$ cat src/rtl/key_tx_seq.sv
// Frames a latched key as SOF, key bytes LSB-first, XOR checksum,
// and hands one byte at a time to a single UART transmitter.
module key_tx_seq #(
    parameter int         NUM_BYTES = 32,
    parameter logic [7:0] SOF_BYTE  = 8'hA5,
    parameter int         GAP_CLKS  = 0
) (
    input  logic                   clk_i,
    input  logic                   rst_i,
    input  logic                   start_i,
    input  logic [NUM_BYTES*8-1:0] key_i,
    input  logic                   tx_done_i,
    output logic                   tx_dv_o,
    output logic [7:0]             tx_byte_o,
    output logic                   busy_o,
    output logic                   done_o
);

    localparam int IW = $clog2(NUM_BYTES + 2);
    localparam int SW = (NUM_BYTES > 1) ? $clog2(NUM_BYTES) : 1;
    localparam int GW = (GAP_CLKS > 0) ? $clog2(GAP_CLKS + 1) : 1;

    localparam logic [IW-1:0] LAST_IDX = IW'(NUM_BYTES + 1);
    localparam logic [IW-1:0] CSUM_IDX = IW'(NUM_BYTES);
    localparam logic [GW-1:0] GAP_LOAD = GW'(GAP_CLKS);
    localparam logic [GW-1:0] GAP_ONE  = GW'(1);

    typedef enum logic [2:0] {
        S_IDLE,
        S_SEND,
        S_WAIT,
        S_GAP,
        S_DONE
    } state_e;

    state_e                      state_q, state_d;
    logic                        start_q;
    logic [IW-1:0]               idx_q, idx_d;
    logic [7:0]                  csum_q, csum_d;
    logic [7:0]                  byte_q, byte_d;
    logic [NUM_BYTES-1:0][7:0]   key_q, key_d;
    logic [GW-1:0]               gap_q, gap_d;
    logic [7:0]                  key_byte;

    // idx_q names the byte on the wire; key byte idx_q is loaded next
    assign key_byte = key_q[idx_q[SW-1:0]];

    always_comb begin
        state_d = state_q;
        idx_d   = idx_q;
        csum_d  = csum_q;
        byte_d  = byte_q;
        key_d   = key_q;
        gap_d   = gap_q;
        unique case (state_q)
            S_IDLE: begin
                if (start_i && !start_q) begin
                    key_d   = key_i;
                    idx_d   = '0;
                    csum_d  = '0;
                    byte_d  = SOF_BYTE;
                    state_d = S_SEND;
                end
            end
            S_SEND: state_d = S_WAIT;
            S_WAIT: begin
                if (tx_done_i) begin
                    if (idx_q == LAST_IDX) begin
                        state_d = S_DONE;
                    end else begin
                        idx_d = idx_q + 1'b1;
                        if (idx_q == CSUM_IDX) begin
                            byte_d = csum_q;
                        end else begin
                            byte_d = key_byte;
                            csum_d = csum_q ^ key_byte;
                        end
                        if (GAP_CLKS > 0) begin
                            gap_d   = GAP_LOAD;
                            state_d = S_GAP;
                        end else begin
                            state_d = S_SEND;
                        end
                    end
                end
            end
            S_GAP: begin
                if (gap_q <= GAP_ONE) begin
                    gap_d   = '0;
                    state_d = S_SEND;
                end else begin
                    gap_d = gap_q - 1'b1;
                end
            end
            S_DONE:  state_d = S_IDLE;
            default: state_d = S_IDLE;
        endcase
    end

    always_ff @(posedge clk_i or negedge rst_i) begin
        if (!rst_i) begin
            state_q <= S_IDLE;
            start_q <= 1'b0;
            idx_q   <= '0;
            csum_q  <= '0;
            byte_q  <= '0;
            key_q   <= '0;
            gap_q   <= '0;
        end else begin
            state_q <= state_d;
            start_q <= start_i;
            idx_q   <= idx_d;
            csum_q  <= csum_d;
            byte_q  <= byte_d;
            key_q   <= key_d;
            gap_q   <= gap_d;
        end
    end

    assign tx_dv_o   = (state_q == S_SEND);
    assign busy_o    = (state_q == S_SEND) || (state_q == S_WAIT) ||
                       (state_q == S_GAP);
    assign done_o    = (state_q == S_DONE);
    assign tx_byte_o = byte_q;

endmodule

$ cat config.mk
export PLATFORM = sky130hd
export DESIGN_NAME = key_tx_seq
export DESIGN_NICKNAME = d
export VERILOG_FILES = /design/src/rtl/key_tx_seq.sv
export SDC_FILE = /design/constraint.sdc
export NUM_CORES = 1
export LEC_CHECK = 0
export ABC_AREA = 1
export BUFFER_PORTS_ARGS = -buffer_cell sky130_fd_sc_hd__clkbuf_2
export CORE_UTILIZATION = 45
export CTS_CLUSTER_SIZE = 24
export DETAILED_ROUTE_END_ITERATION = 8
export MAX_ROUTING_LAYER = met4
export PLACE_DENSITY = 0.76
export SYNTH_ARGS = -nofsm -noshare
export SYNTH_HDL_FRONTEND = slang
export SYNTH_SLANG_ARGS = --single-unit
$ cat constraint.sdc
create_clock -name clk_i -period 3.4 [get_ports clk_i]
set_clock_uncertainty 0.2 [all_clocks]
set_input_delay 0.34 -clock clk_i [delete_from_list [all_inputs] [get_ports clk_i]]
set_output_delay 0.34 -clock clk_i [all_outputs]
set_load 0.05 [all_outputs]
==> results by stage <==
Final layout:
- The library cell used most frequently in the layout, excluding fill and tap cells, is sky130_fd_sc_hd__nand2_1.
- The post-synthesis to final-layout area growth is 39.2%.
- The count of cells in the finished layout, fillers not included, comes to 2700.
- At the end of the flow, the number of nets in the layout was roughly 2500.
- Of the cells placed in the final design, the portion with a size suffix greater than 1 is 15.6%.
- The library cells used most frequently in the layout, excluding fill and tap cells, are 733 x sky130_fd_sc_hd__nand2_1, 280 x sky130_fd_sc_hd__dfrtp_1, 269 x sky130_fd_sc_hd__clkbuf_2, 259 x sky130_fd_sc_hd__dlygate4sd3_1, 193 x sky130_fd_sc_hd__inv_1.

Detailed routing:
- Dividing the detail-routed wire length by the instance count gives roughly 18 um.
- Detailed routing inserted a total of between 10000 and 15000 vias.
- The per-cell via count in the routed design is about 5.3.
- The routed design has roughly 48 mm of wire.
- In this run, the number of DRC markers left after iteration 0 of detailed routing was 1378.
- The pre-antenna-repair detailed-routing pass consisted of 8 iterations.
- The count of nets left with antenna violations once routing finished came out at 0.
- The remaining routing DRC violations is 0.

Status:
- The flow ran to the end, and the final reports show no timing, DRC or antenna violations.

Clock tree:
- CTS built an H-tree with a depth of 1.
- The clock latency reported for the late side of the worst-skew pair is 560 ps.
- The maximum count of clock buffers along a single path is 3.
- The cell chosen for the clock root is sky130_fd_sc_hd__clkbuf_16.
- For this design, the CTS-stage hold fixing added around 260 buffers.
- TritonCTS built the clock tree.
- After clock tree synthesis, the clock-pin slew on the worst setup and hold paths is approximately 70 ps.
- Counting every sink on the clock net gives 282.
- The number of setup buffers added after CTS is 0.
- In this run, post-CTS repair resized a total of 0 instances.
- Counting the buffers created by CTS gives 31.

Synth:
- The average size of a mapped cell is roughly 7.5 um2.
- The net count after synthesis is about 2100.
- The number of warnings issued by yosys is 0.
- The synthesized design spends more area on one cell type than any other, namely sky130_fd_sc_hd__dfrtp_1.
- The number of standard cells after synthesis is about 1800.
- Synthesis instantiated 24 different standard cells from the library.
- The sequential share of the synthesized area is about 52%.
- Summed over its instances, the top area cell type makes up 52.2% of the synthesized netlist area.
- The synthesized design contains about 280 register bits.
- By area the synthesized netlist is led by sky130_fd_sc_hd__dfrtp_1 52%, sky130_fd_sc_hd__nand2_1 20%, sky130_fd_sc_hd__nand3_1 6.8%.
- The netlist area before placement is about 14000 um2.

Critical path:
- In this run the critical register-to-register path is launched from idx_q[0]$_DFFE_PN0P_.
- The most critical setup path has its startpoint at idx_q[0]$_DFFE_PN0P_.
- The highest net fanout along the worst path is 62.
- The critical path's top delay family is simple AND/OR/NAND/NOR gates.
- The worst setup path is launched from a flop.
- The data arrival time of the worst path is around 3000 ps.
- STA classifies the critical path endpoint as a flop.
- The type of the worst setup path is flop to flop.
- On the worst path, the slowest cell contributes a delay of 500 ps.
- The cell with the largest stage delay on the worst path is sky130_fd_sc_hd__dfrtp_4.
- Together, buffers and inverters on the worst path number 2.
- The worst register-to-register path has a setup slack of 630 ps.
- The critical path goes through ha_1 > nand2_1 > nor2_2 > nor2_2 > nand3_4 > inv_8 > buf_12 > nand2_1 > o21ai_0.
- STA puts the critical path data required time at ~3600 ps.

Floorplanning:
- The full die area is just over 30000 um2.
- In this run the vertical extent of the chip is around 180 um.
- The total area inside the core boundary comes to 29600 um2.
- The number of placed I/O pins is between 200 and 300.
- The floorplan row count is between 60 and 70.
- The horizontal die dimension is 175 um.
- Once the floorplan was initialized, standard cells occupied around 46% of the core.

Place:
- The post-DP HPWL is around 27 mm.
- Including well taps, the total number of placed cells is 2378.
- The quantity of I/O buffers inserted on ports is 270.
- Routability-driven placement finished with a final weighted congestion of ~0.9.

STA:
- The worst path needs 2770 ps of the cycle, external delays included.
- The total count of hold-check failures in the final report is 0.
- Setup violations remaining at the end of the flow were counted as 0.
- Setup repair after global routing left no endpoint under its margin.
- At the pin with the least slew margin, the transition time is 939 ps.
- The total negative slack for setup checks is 0 ps.
- The worst slew margin relative to its limit is a little under two fifths.
- The worst path uses between 80% and 90% of the clock period.
- The peak clock frequency supported by timing is ~360 MHz.
- The number of max-slew violations in the final report is 0.

Min path:
- The type of the worst min-delay path is primary input to async pin.

Global routing:
- The pin count of the biggest net entering global routing is 108.
- Summed over all layers, the global routing overflow is 0.
- The global routing usage summed across all routing layers is 32.4%.
- The global-route wire length before repair is roughly 76 mm.
- The number of global-route vias before repair is around 14000.
- The initial antenna violation count is 5.

Power:
- The total leakage power is between 9 and 10 nW.
- The power density over the cells is ~900 nW/um2.
- The peak ir drop on the vdd network is 0.000681 V.

Run:
- The tool flagged a number of max-cap violations equal to 0.
==> per-stage QoR <==
stage | power (mW) | utilization, % | instance area [um2] | hold slack [ps] | setup WS [ps]
floorplan | 10.9 | - | 13500 | -156 | 1080
global placement | 12.7 | 51.2 | 15200 | 175 | 835
detailed placement | 12.9 | 51.2 | 15200 | 182 | 777
CTS | 16.7 | 63.5 | 18800 | 186 | 729
global route | 18.2 | 63.5 | 18800 | 204 | 495
finish | 17.0 | 63.5 | 18800 | 122 | 635
==> routing by layer <==
layer	track usage [%]	vias up	part of all wire, %
met4	14.7	0	4.9
met5	-	-	0
met2	52.1	769	47
met3	5.04	170	7.6
li1	-	6573	-
met1	40.5	6671	40
==> worst register-to-register path, cell delays in order, from the launching register on <==
cell and delay, ps:
sky130_fd_sc_hd__dfrtp_4 500, sky130_fd_sc_hd__ha_1 210, sky130_fd_sc_hd__nand2_1 100, sky130_fd_sc_hd__nor2_2 60, sky130_fd_sc_hd__nor2_2 170, sky130_fd_sc_hd__nand3_4 320, sky130_fd_sc_hd__inv_8 410, sky130_fd_sc_hd__buf_12 330
sky130_fd_sc_hd__nand2_1 100, sky130_fd_sc_hd__o21ai_0 220
==> report_power, final <==
part | switching (mW) | internal [mW] | total (mW)
Sequential | 0.686 | 5.01 | 5.69
Clock | 1.44 | 2.05 | 3.49
Combinational | 5.34 | 2.46 | 7.80
==> state kept, by name, indices dropped and copies added, names as in the netlist <==
signal / flops
csum_q: 8
key_q: 256
state_q: 3
tx_byte_o: 8
start_q: 1
idx_q: 6
==> synth_stat cells <==
cell	count
sky130_fd_sc_hd__a21oi_1	26
sky130_fd_sc_hd__buf_1	2
sky130_fd_sc_hd__buf_2	53
sky130_fd_sc_hd__buf_4	6
sky130_fd_sc_hd__buf_6	1
sky130_fd_sc_hd__clkbuf_1	47
sky130_fd_sc_hd__clkinv_1	1
sky130_fd_sc_hd__dfrtp_1	282
sky130_fd_sc_hd__ha_1	3
sky130_fd_sc_hd__inv_1	193
sky130_fd_sc_hd__inv_2	5
sky130_fd_sc_hd__nand2_1	733
sky130_fd_sc_hd__nand3_1	184
sky130_fd_sc_hd__nand3_4	1
sky130_fd_sc_hd__nand4_1	6
sky130_fd_sc_hd__nor2_1	42
sky130_fd_sc_hd__nor2_2	4
sky130_fd_sc_hd__nor3_1	3
sky130_fd_sc_hd__nor3b_1	1
sky130_fd_sc_hd__nor4_1	1
sky130_fd_sc_hd__o211ai_1	24
sky130_fd_sc_hd__o21ai_0	165
sky130_fd_sc_hd__o21ai_1	16
sky130_fd_sc_hd__o22ai_1	4
==> kinds of logic (layout without fill, tap and decap cells) <==
| family | count (synthesis) | count (layout) | share of synthesized area [%] |
|---|---|---|---|
| AND/OR/NAND/NOR | 975 | 975 | 29.1 |
| adder cells (fa/ha/maj) | 3 | 3 | 0.278 |
| flip-flops | 282 | 282 | 52.2 |
| buffers and inverters | 308 | 809 | 9.26 |
| AO/OA/AOI/OAI | 235 | 235 | 9.18 |
| other | 0 | 6 | 0 |
==> worst paths after layout <==
path                                                to  depth (start not counted)
worst max-delay path            key_q[234]$_DFFE_PN0P_                          9
worst min-delay path            key_q[205]$_DFFE_PN0P_                          2
worst max register to register  key_q[234]$_DFFE_PN0P_                          9
worst min register to register  key_q[187]$_DFFE_PN0P_                          2
max in group asynchronous         idx_q[0]$_DFFE_PN0P_                          3
min in group clk_i              key_q[187]$_DFFE_PN0P_                          2
==> area by class of cell <==
| type | count | area (um2) |
|---|---|---|
| Timing Repair Buffer | 553 | 4230 |
| Clock inverter | 16 | 173 |
| Clock buffer | 41 | 883 |
| Inverter | 199 | 756 |
| Sequential cell | 282 | 7060 |
| Tap cell | 390 | 488 |
| Fill cell | 2359 | 10800 |
| Multi-Input combinational cell | 1213 | 5220 |
| Antenna cell | 6 | 15.0 |
Power figures use the tool's default switching activity.
